`config.mk`:
```
export PLATFORM = sky130hd
export DESIGN_NAME = instr_encoder
export DESIGN_NICKNAME = d
export VERILOG_FILES = /design/src/rtl/rv_pkg.sv /design/src/rtl/instr_pack.sv /design/src/rtl/instr_encoder.sv
export SDC_FILE = /design/constraint.sdc
export NUM_CORES = 1
export LEC_CHECK = 0
export ABC_AREA = 1
export BUFFER_PORTS_ARGS = -buffer_cell sky130_fd_sc_hd__buf_4
export CAP_MARGIN = 20
export CORE_ASPECT_RATIO = 1.1
export CORE_UTILIZATION = 51
export CTS_CLUSTER_DIAMETER = 200
export DETAILED_ROUTE_END_ITERATION = 8
export PLACE_DENSITY = 0.8
export SETUP_SLACK_MARGIN = 0.5
export SYNTH_ARGS = -nofsm -noshare
export SYNTH_HDL_FRONTEND = slang
export SYNTH_HIERARCHICAL = 1
export SYNTH_SLANG_ARGS = --single-unit
```
`constraint.sdc`:
```
create_clock -name clk -period 2.4 [get_ports clk]
set_clock_uncertainty 0.2 [all_clocks]
set_input_delay 0.36 -clock clk [delete_from_list [all_inputs] [get_ports clk]]
set_output_delay 0.36 -clock clk [all_outputs]
set_load 0.01 [all_outputs]
```
`src/rtl/rv_pkg.sv`:
```
// RV32I encoding constants shared by the instruction encoder and the core's decoder.
package rv_pkg;

    localparam logic [6:0] OPC_OPIMM = 7'b0010011;
    localparam logic [6:0] OPC_JALR  = 7'b1100111;
    localparam logic [6:0] OPC_OP    = 7'b0110011;
    localparam logic [6:0] OPC_LUI   = 7'b0110111;
    localparam logic [6:0] OPC_LOAD  = 7'b0000011;
    localparam logic [6:0] OPC_STORE = 7'b0100011;

    // Byte loads use the zero-extending encoding (100) that the decoder expects.
    localparam logic [2:0] F3_LB = 3'b100;
    localparam logic [2:0] F3_LW = 3'b010;
    localparam logic [2:0] F3_SB = 3'b000;
    localparam logic [2:0] F3_SW = 3'b010;

    typedef enum logic [1:0] {
        ERR_NONE   = 2'd0,
        ERR_OPCODE = 2'd1,
        ERR_IMM    = 2'd2
    } err_code_e;

    typedef enum logic [1:0] {
        ST_IDLE = 2'd0,
        ST_RUN  = 2'd1,
        ST_FULL = 2'd2
    } state_e;

    // True when a 32-bit immediate is the sign extension of its low 12 bits.
    function automatic logic imm_fits_12(input logic [31:0] imm);
        return (&imm[31:11]) || !(|imm[31:11]);
    endfunction

endpackage

```
`src/rtl/instr_pack.sv`:
```
// Combinational packer: decoded RV32I fields in, 32-bit instruction word and error code out.
module instr_pack
    import rv_pkg::*;
(
    input  logic [6:0]  opcode_i,
    input  logic [4:0]  rd_i,
    input  logic [4:0]  rs1_i,
    input  logic [4:0]  rs2_i,
    input  logic [31:0] imm_i,
    input  logic [2:0]  funct3_i,
    input  logic [6:0]  funct7_i,
    input  logic        byte_flag_i,
    output logic [31:0] word_o,
    output err_code_e   err_code_o
);

    logic imm_i_ok;
    logic imm_u_ok;
    logic [2:0] load_f3;
    logic [2:0] store_f3;

    assign imm_i_ok = imm_fits_12(imm_i);
    assign imm_u_ok = (imm_i[11:0] == 12'd0);
    assign load_f3  = byte_flag_i ? F3_LB : F3_LW;
    assign store_f3 = byte_flag_i ? F3_SB : F3_SW;

    always_comb begin
        word_o     = '0;
        err_code_o = ERR_NONE;
        case (opcode_i)
            OPC_OPIMM, OPC_JALR: begin
                word_o = {imm_i[11:0], rs1_i, funct3_i, rd_i, opcode_i};
                if (!imm_i_ok) err_code_o = ERR_IMM;
            end
            OPC_OP: begin
                word_o = {funct7_i, rs2_i, rs1_i, funct3_i, rd_i, opcode_i};
            end
            OPC_LUI: begin
                word_o = {imm_i[31:12], rd_i, opcode_i};
                if (!imm_u_ok) err_code_o = ERR_IMM;
            end
            OPC_LOAD: begin
                word_o = {imm_i[11:0], rs1_i, load_f3, rd_i, opcode_i};
                if (!imm_i_ok) err_code_o = ERR_IMM;
            end
            OPC_STORE: begin
                word_o = {imm_i[11:5], rs2_i, rs1_i, store_f3, imm_i[4:0], opcode_i};
                if (!imm_i_ok) err_code_o = ERR_IMM;
            end
            default: begin
                err_code_o = ERR_OPCODE;
            end
        endcase
    end

endmodule

```
`src/rtl/instr_encoder.sv`:
```
// Stream-to-memory instruction encoder: packs accepted field tuples into RV32I words
// and writes them to consecutive word addresses until the memory is full.
module instr_encoder
    import rv_pkg::*;
#(
    parameter int ADDR_W    = 8,
    parameter int BASE_ADDR = 0
) (
    input  logic              clk,
    input  logic              rst_n,
    input  logic              start,
    input  logic              in_valid,
    output logic              in_ready,
    input  logic [6:0]        in_opcode,
    input  logic [4:0]        in_rd,
    input  logic [4:0]        in_rs1,
    input  logic [4:0]        in_rs2,
    input  logic [31:0]       in_imm,
    input  logic [2:0]        in_funct3,
    input  logic [6:0]        in_funct7,
    input  logic              in_byte_flag,
    output logic              mem_we,
    output logic [ADDR_W-1:0] mem_addr,
    output logic [31:0]       mem_wdata,
    input  logic              mem_ready,
    output logic              busy,
    output logic              done,
    output logic              err,
    output logic [1:0]        err_code,
    output logic [ADDR_W:0]   count
);

    localparam logic [ADDR_W-1:0] BASE     = ADDR_W'(BASE_ADDR);
    localparam logic [ADDR_W:0]   CAPACITY = {1'b1, {ADDR_W{1'b0}}};

    state_e            state_q;
    logic              mem_we_q;
    logic [ADDR_W-1:0] mem_addr_q;
    logic [31:0]       mem_wdata_q;
    logic              err_q;
    err_code_e         err_code_q;
    logic [ADDR_W:0]   count_q;

    logic [ADDR_W-1:0] addr_d;
    logic [ADDR_W:0]   count_d;
    logic              write_fire;
    logic              fill_last;
    logic              accept;
    logic              take;
    logic [31:0]       pack_word;
    err_code_e         pack_err;

    instr_pack u_pack (
        .opcode_i    (in_opcode),
        .rd_i        (in_rd),
        .rs1_i       (in_rs1),
        .rs2_i       (in_rs2),
        .imm_i       (in_imm),
        .funct3_i    (in_funct3),
        .funct7_i    (in_funct7),
        .byte_flag_i (in_byte_flag),
        .word_o      (pack_word),
        .err_code_o  (pack_err)
    );

    assign in_ready   = (state_q == ST_RUN) && !start && (!mem_we_q || mem_ready);
    assign accept     = in_valid && in_ready;
    assign write_fire = mem_we_q && mem_ready;
    assign addr_d     = mem_addr_q + 1'b1;
    assign count_d    = count_q + 1'b1;
    assign fill_last  = write_fire && (count_d == CAPACITY);
    // A tuple accepted alongside the final write has nowhere to go; it is consumed and dropped.
    assign take       = accept && !fill_last;

    always_ff @(posedge clk or negedge rst_n) begin
        if (!rst_n) begin
            state_q     <= ST_IDLE;
            mem_we_q    <= 1'b0;
            mem_addr_q  <= BASE;
            mem_wdata_q <= '0;
            err_q       <= 1'b0;
            err_code_q  <= ERR_NONE;
            count_q     <= '0;
        end else if (start) begin
            state_q    <= ST_RUN;
            mem_we_q   <= 1'b0;
            mem_addr_q <= BASE;
            err_q      <= 1'b0;
            err_code_q <= ERR_NONE;
            count_q    <= '0;
        end else begin
            case (state_q)
                ST_RUN: begin
                    if (write_fire) begin
                        mem_we_q   <= 1'b0;
                        mem_addr_q <= addr_d;
                        count_q    <= count_d;
                    end
                    if (take) begin
                        if (pack_err == ERR_NONE) begin
                            mem_we_q    <= 1'b1;
                            mem_wdata_q <= pack_word;
                        end else if (!err_q) begin
                            err_q      <= 1'b1;
                            err_code_q <= pack_err;
                        end
                    end
                    if (fill_last) begin
                        state_q <= ST_FULL;
                    end
                end
                ST_IDLE, ST_FULL: begin
                    state_q <= state_q;
                end
                default: begin
                    state_q <= ST_IDLE;
                end
            endcase
        end
    end

    assign mem_we    = mem_we_q;
    assign mem_addr  = mem_addr_q;
    assign mem_wdata = mem_wdata_q;
    assign err       = err_q;
    assign err_code  = err_code_q;
    assign count     = count_q;
    assign busy      = (state_q == ST_RUN);
    assign done      = (state_q == ST_FULL);

endmodule

```
==> results of run 1 <==
==> worst max-delay path: stages (launching register included) <==
cell	delay, ns
dfrtp_1	0.45
ha_4	0.21
nand2_8	0.08
nor2_4	0.05
nand2_1	0.08
nand3_1	0.09
nor2_1	0.14
nand2_2	0.08
nor2_4	0.15
nor2_8	0.06
buf_12	0.13
buf_12	0.14
nand3_1	0.06
nand2_1	0.06
==> per-stage QoR <==
stage               setup slack [ns]  instances  area (sq um)  power, mW  hold slack (ns)
global route                   0.189        781          5240       1.95           0.0136
CTS                            0.364        771          5000       1.85           0.0188
finish                         0.325        781          5240       1.86           0.0240
floorplan                      0.484        550          3740       1.10           -0.136
detailed placement             0.189        750          4710       1.30            0.253
global placement               0.274        750          4710       1.29            0.248
==> power by group through the flow <==
stage | logic [mW] | registers (mW) | clock network [mW]
2_1_floorplan | 0.114 | 0.988 | 0
3_3_place_gp | 0.311 | 0.980 | 0
3_5_place_dp | 0.317 | 0.981 | 0
4_1_cts | 0.343 | 0.963 | 0.546
5_1_grt | 0.394 | 0.967 | 0.590
6_report | 0.366 | 0.964 | 0.533
==> registers in the layout (all words and copies together), names as in the netlist <==
signal,flops
err,1
state_q,2
mem_addr,8
mem_we,1
err_code,2
mem_wdata,32
count,9
==> per-layer routing <==
metal	share of wire	GRT usage	vias to the layer above	wire length (um)
met2	0.50	0.547	252	6280
met5	0	0	-	0
li1	-	-	2053	-
met1	0.39	0.395	2071	4910
met3	0.086	0.0473	37	1090
met4	0.027	0.141	0	339
==> area by class of cell <==
type / instances / area, sq um
Sequential cell: 55 / 1380
Inverter: 54 / 205
Clock inverter: 3 / 25.0
Fill cell: 561 / 1770
Tap cell: 85 / 106
Timing Repair Buffer: 153 / 1220
Multi-Input combinational cell: 426 / 2230
Clock buffer: 5 / 68.8
==> cells in the final DEF, fill, tap and decap left out, types with 2 or more instances in the layout <==
master / count
buf_6: 4
a21oi_1: 5
or2_2: 2
buf_4: 144
nor2_4: 6
o22ai_1: 6
dfrtp_1: 54
buf_12: 3
nand3_1: 67
clkinv_4: 2
nand2_8: 5
o21ai_1: 12
a22o_1: 2
nand2_1: 173
nand2_2: 30
inv_2: 7
nor2_1: 52
nor2_2: 4
nor2_8: 2
nor3_2: 2
nand2_4: 3
o21ai_0: 21
inv_1: 46
nand4_1: 11
nand3_2: 13
clkbuf_8: 5
==> worst max path at each step <==
| stage | startpoint | end | slack [ns] | cells past startpoint |
|---|---|---|---|---|
| after detailed placement | count[1] | mem_wdata[27] | 0.19 | 12 |
| after global placement | count[1] | mem_wdata[22] | 0.27 | 12 |
| after global routing | count[0] | mem_wdata[11] | 0.19 | 13 |
| final | count[0] | mem_wdata[15] | 0.32 | 13 |
| after CTS | count[0] | mem_wdata[27] | 0.36 | 13 |
| after floorplan | count[1] | mem_wdata[10] | 0.48 | 11 |
==> cells by family after synthesis <==
| family | synth area share |
|---|---|
| flops | 0.372 |
| compound gates | 0.0727 |
| fa+ha+maj | 0.00676 |
| buf+inv | 0.0936 |
| simple gates | 0.454 |
| other cells | 0.00101 |
==> repair_timing <==
action                                  4_1_cts  5_1_grt
endpoints found under the hold margin        55        0
endpoints found under the setup margin       37       45
hold buffers                                  1        0
pin swaps                                     6       19
resized for setup                            11       39
buffers inserted                              9        8
gates cloned                                  3        2
==> reports/qor.txt, run 1 <==
area leader, netlist: dfrtp_1
Net Sw Power: 543 uW
r2r startpoint: count[0]
worst hold path type: in2reg
Antenna Cells: 0
FP Rows: 32
Worst Path Max Fanout: 10
Max Transition Viols Final: 0
fin crit share: 0.865
Int Pwr: 1.32 mW
Residual DRC: 0
top_reg_cell synth: dfrtp_1
Slew HR: 0.538
Synth area leaders: dfrtp_1 37%, nand2_1 19%, nand3_1 11%
post-synth cell types: 35
startpoint types: register
Clock Tree Root: clkbuf_8
NumNets Final: 767
Detailed Route WL: 12.6 mm
critical path class: reg2reg
vias post-DR: 4413
Clock Pin Slew Worst Setup and Hold Paths: 0.10 ns
Sequential Power Share: 0.517
Overall Global Routing Usage: 0.318
Synth top area share: 0.372
FF+latch count, synth: 55
Power Dens Cells: 356 nW/um^2
vias per cell: 5.65
P_leak: 2.78 nW
clk buf depth: 2
largest net degree at the start of global routing: 56
maxcap violations: 0
DRT iter0 DRCs: 404
routability cong.: 0.945
f_max: 482 MHz
most instantiated cells after synthesis: 187 x nand2_1, 79 x nand3_1, 55 x dfrtp_1, 55 x nor2_1, 48 x inv_1
hold violation count in the final report: 0
input/output buffers: 125
final setup vio count: 0
Core ar.: 7010 sq um
clock network power share: 0.286
hold-critical path depth: 2
TritonCTS clock tree: built
Starting Density: 0.528
total CTS buffers: 5
# H-tree levels: 2
clock latency on the worst-skew pair: 0.32 ns
YS warnings: 6
Hold EP: mem_addr[5]
Cell Area, Synth: 3700 sq um
GRT overflow: 0
detailed placement HPWL: 8.77 mm
most numerous cell in the Yosys netlist: nand2_1
Worst Path Arrival: 2.09 ns
synth-to-layout area growth: 41.5%
Post-Syn Nets: 622
r2r setup slk: 0.32 ns
DR pass1 iterations: 5
remaining antenna violation count: 0
share of cells above drive strength 1: 0.346
setup tns final: 0 ns
Worst EP required: 2.42 ns
Gate power share: 0.197
worst reg-to-reg path cell count: 13
Worst-Margin Slew: 0.692 ns
sequential area share after synthesis: 0.372
sw frac: 0.291
outcome: completed
TritonCTS Sinks: 55
I/O pin total: 126
Die Ht: 91.4 um
wire per inst: 16.2 um
Critical R2R Capture: mem_wdata[15]
die area: 7600 sq um
Syn Area/Cell: 6.73 sq um
first-pass GRT wire length: 19.3 mm
Final Util: 0.748
Post-synth EDFFs: 0
RSZ-0062 raised after global routing: yes
Synth Instances: 550
initial antenna violation count: 0
Critical Path Sink Type: register
Die Wd: 83.2 um
Max VDD drop: 0.259 mV
minimum clock period: 2.08 ns
FFs w/ async S/R, synth: 1.00
vias in the first global route: 4047
Hold Path Origin: start
(Power assumes the default switching activity.)
==> inputs of run 2 (changes only) <==
CORE_UTILIZATION = 52   (was 51)
CTS_BUF_LIST = sky130_fd_sc_hd__clkbuf_8   (was default)
PLACE_DENSITY = 0.81   (was 0.8)
==> run 2 against run 1 <==
Against the previous run: combinational power fell by 9.3%; sequential cell count did not move; non-clock buffer count fell by 7; wire length fell by 6.8%; critical endpoint is now mem_wdata[2]; largest power group unchanged.
==> reports/qor.txt, run 2 (synthesis results as in run 1) <==
WHS: 0.0216 ns
worst path buffer plus inverter count: 1
synth-to-layout area growth: 35.1%
M2 GR Usage: 0.521
minimum clock period: 2.02 ns
CP peak stage delay: 0.43 ns
Worst-Margin Slew: 0.707 ns
layer with the highest usage: met2
clock latency on the worst-skew pair: 0.32 ns
vias post-DR: 4244
TritonCTS clock tree: built
Critical Path Sink Type: register
P_leak: 2.73 nW
# H-tree levels: 2
total CTS buffers: 5
final setup vio count: 0
detailed placement HPWL: 8.55 mm
vias in the first global route: 3995
CP Cell Sequence: ha_4 > nand2_4 > nor2_1 > nand3_1 > nor2_1 > nand2_1 > nor2_4 > nor2_8 > buf_6 > nand3_1 > nand2_1
share of cells above drive strength 1: 0.309
worst hold path type: in2reg
DRT iter0 DRCs: 348
Crit. path cell count: 11
fin area: 5000 sq um
Die Wd: 82.5 um
r2r startpoint: count[1]
remaining antenna violation count: 0
Critical R2R Capture: mem_wdata[2]
delay-heaviest family, CP: simple AND/OR/NAND/NOR gates
CP Launch Point: count[1]
Max VDD drop: 0.282 mV
Residual DRC: 0
Max Transition Viols Final: 0
Starting Density: 0.549
hold-critical path depth: 2
most frequent cells in the layout: 182 x nand2_1, 139 x buf_4, 77 x nand3_1, 53 x nor2_1, 52 x dfrtp_1
commonest non-fill, non-tap cell in the layout: nand2_1
Antenna Cells: 0
clk buf depth: 2
r2r setup slk: 0.38 ns
GRT met1 Usage: 0.405
Slew HR: 0.529
Overall Global Routing Usage: 0.320
setup tns final: 0 ns
critical path class: reg2reg
hold violation count in the final report: 0
outcome: completed
Core ar.: 6750 sq um
worst reg-to-reg path cell count: 11
TritonCTS Sinks: 55
die area: 7460 sq um
Power Dens Cells: 367 nW/um^2
Die Ht: 90.5 um
end point of the critical path: mem_wdata[2]
Clock Tree Root: clkbuf_8
maxcap violations: 0
largest net degree at the start of global routing: 56
RSZ-0062 raised after global routing: yes
I/O pin total: 126
first-pass GRT wire length: 18.5 mm
routability cong.: 0.948
Final Util: 0.741
Slowest-stage cell, CP: dfrtp_1
startpoint types: register
initial antenna violation count: 0
Worst Path Max Fanout: 12
wire per inst: 15.3 um
GRT overflow: 0
input/output buffers: 125
Clock Pin Slew Worst Setup and Hold Paths: 0.11 ns
met3 Usage GRT: 0.0667
DR pass1 iterations: 5
NumNets Final: 757
FP Rows: 31
Worst Path Arrival: 2.04 ns
Detailed Route WL: 11.8 mm
fin crit share: 0.843
Worst EP required: 2.41 ns
placed inst area: 4710 sq um
max FFs per register: 32
vias per cell: 5.53
f_max: 495 MHz
-- run 2: cell type report --
type                            count  area [sq um]
Clock buffer                        5          68.8
Tap cell                           82           103
Timing Repair Buffer              146          1130
Fill cell                         569          1750
Clock inverter                      3          25.0
Multi-Input combinational cell    423          2090
Inverter                           54           205
Sequential cell                    55          1380
-- run 2: report_power, final --
part | switching, mW | total (mW) | leakage [nW] | internal (mW)
Combinational | 0.183 | 0.332 | 1.93 | 0.149
Sequential | 0.0167 | 0.963 | 0.754 | 0.946
Clock | 0.334 | 0.544 | 0.0443 | 0.210
-- run 2: worst min path at each step --
stage                     slack, ns           to  start
after floorplan               -0.14     count[0]  rst_n
after global placement         0.25     count[5]  rst_n
after detailed placement       0.26     count[4]  rst_n
after CTS                      0.02  mem_addr[5]  start
after global routing           0.01  mem_addr[5]  start
final                          0.02  mem_addr[5]  start
-- run 2: layer usage --
layer,part of all wire,wire [um]
met1,0.38,4510
met2,0.50,5930
met3,0.092,1080
met4,0.019,229
met5,0,0
-- run 2: worst reg2reg max path: cells and delay by family, from the launching register on --
family / cells / cell delay, ns
AND/OR/NAND/NOR: 9 / 0.96
buffers and inverters: 1 / 0.16
flip-flops: 1 / 0.43
adder cells (fa/ha/maj): 1 / 0.18
-- run 2: through the flow --
| step | cells | setup slack (ns) | total power, mW |
|---|---|---|---|
| CTS | 762 | 0.400 | 1.83 |
| global route | 768 | 0.274 | 1.91 |
| global placement | 748 | 0.288 | 1.29 |
| finish | 768 | 0.378 | 1.84 |
| detailed placement | 748 | 0.202 | 1.30 |
| floorplan | 550 | 0.484 | 1.10 |
-- run 2: what timing repair did --
| item | CTS | global route |
|---|---|---|
| cloned | 1 | 0 |
| setup buffers | 4 | 6 |
| hold endpoints to repair | 55 | 0 |
| resized for setup | 5 | 20 |
| endpoints found under the setup margin | 37 | 38 |
| pin swaps | 3 | 4 |
| hold buffers | 1 | 0 |
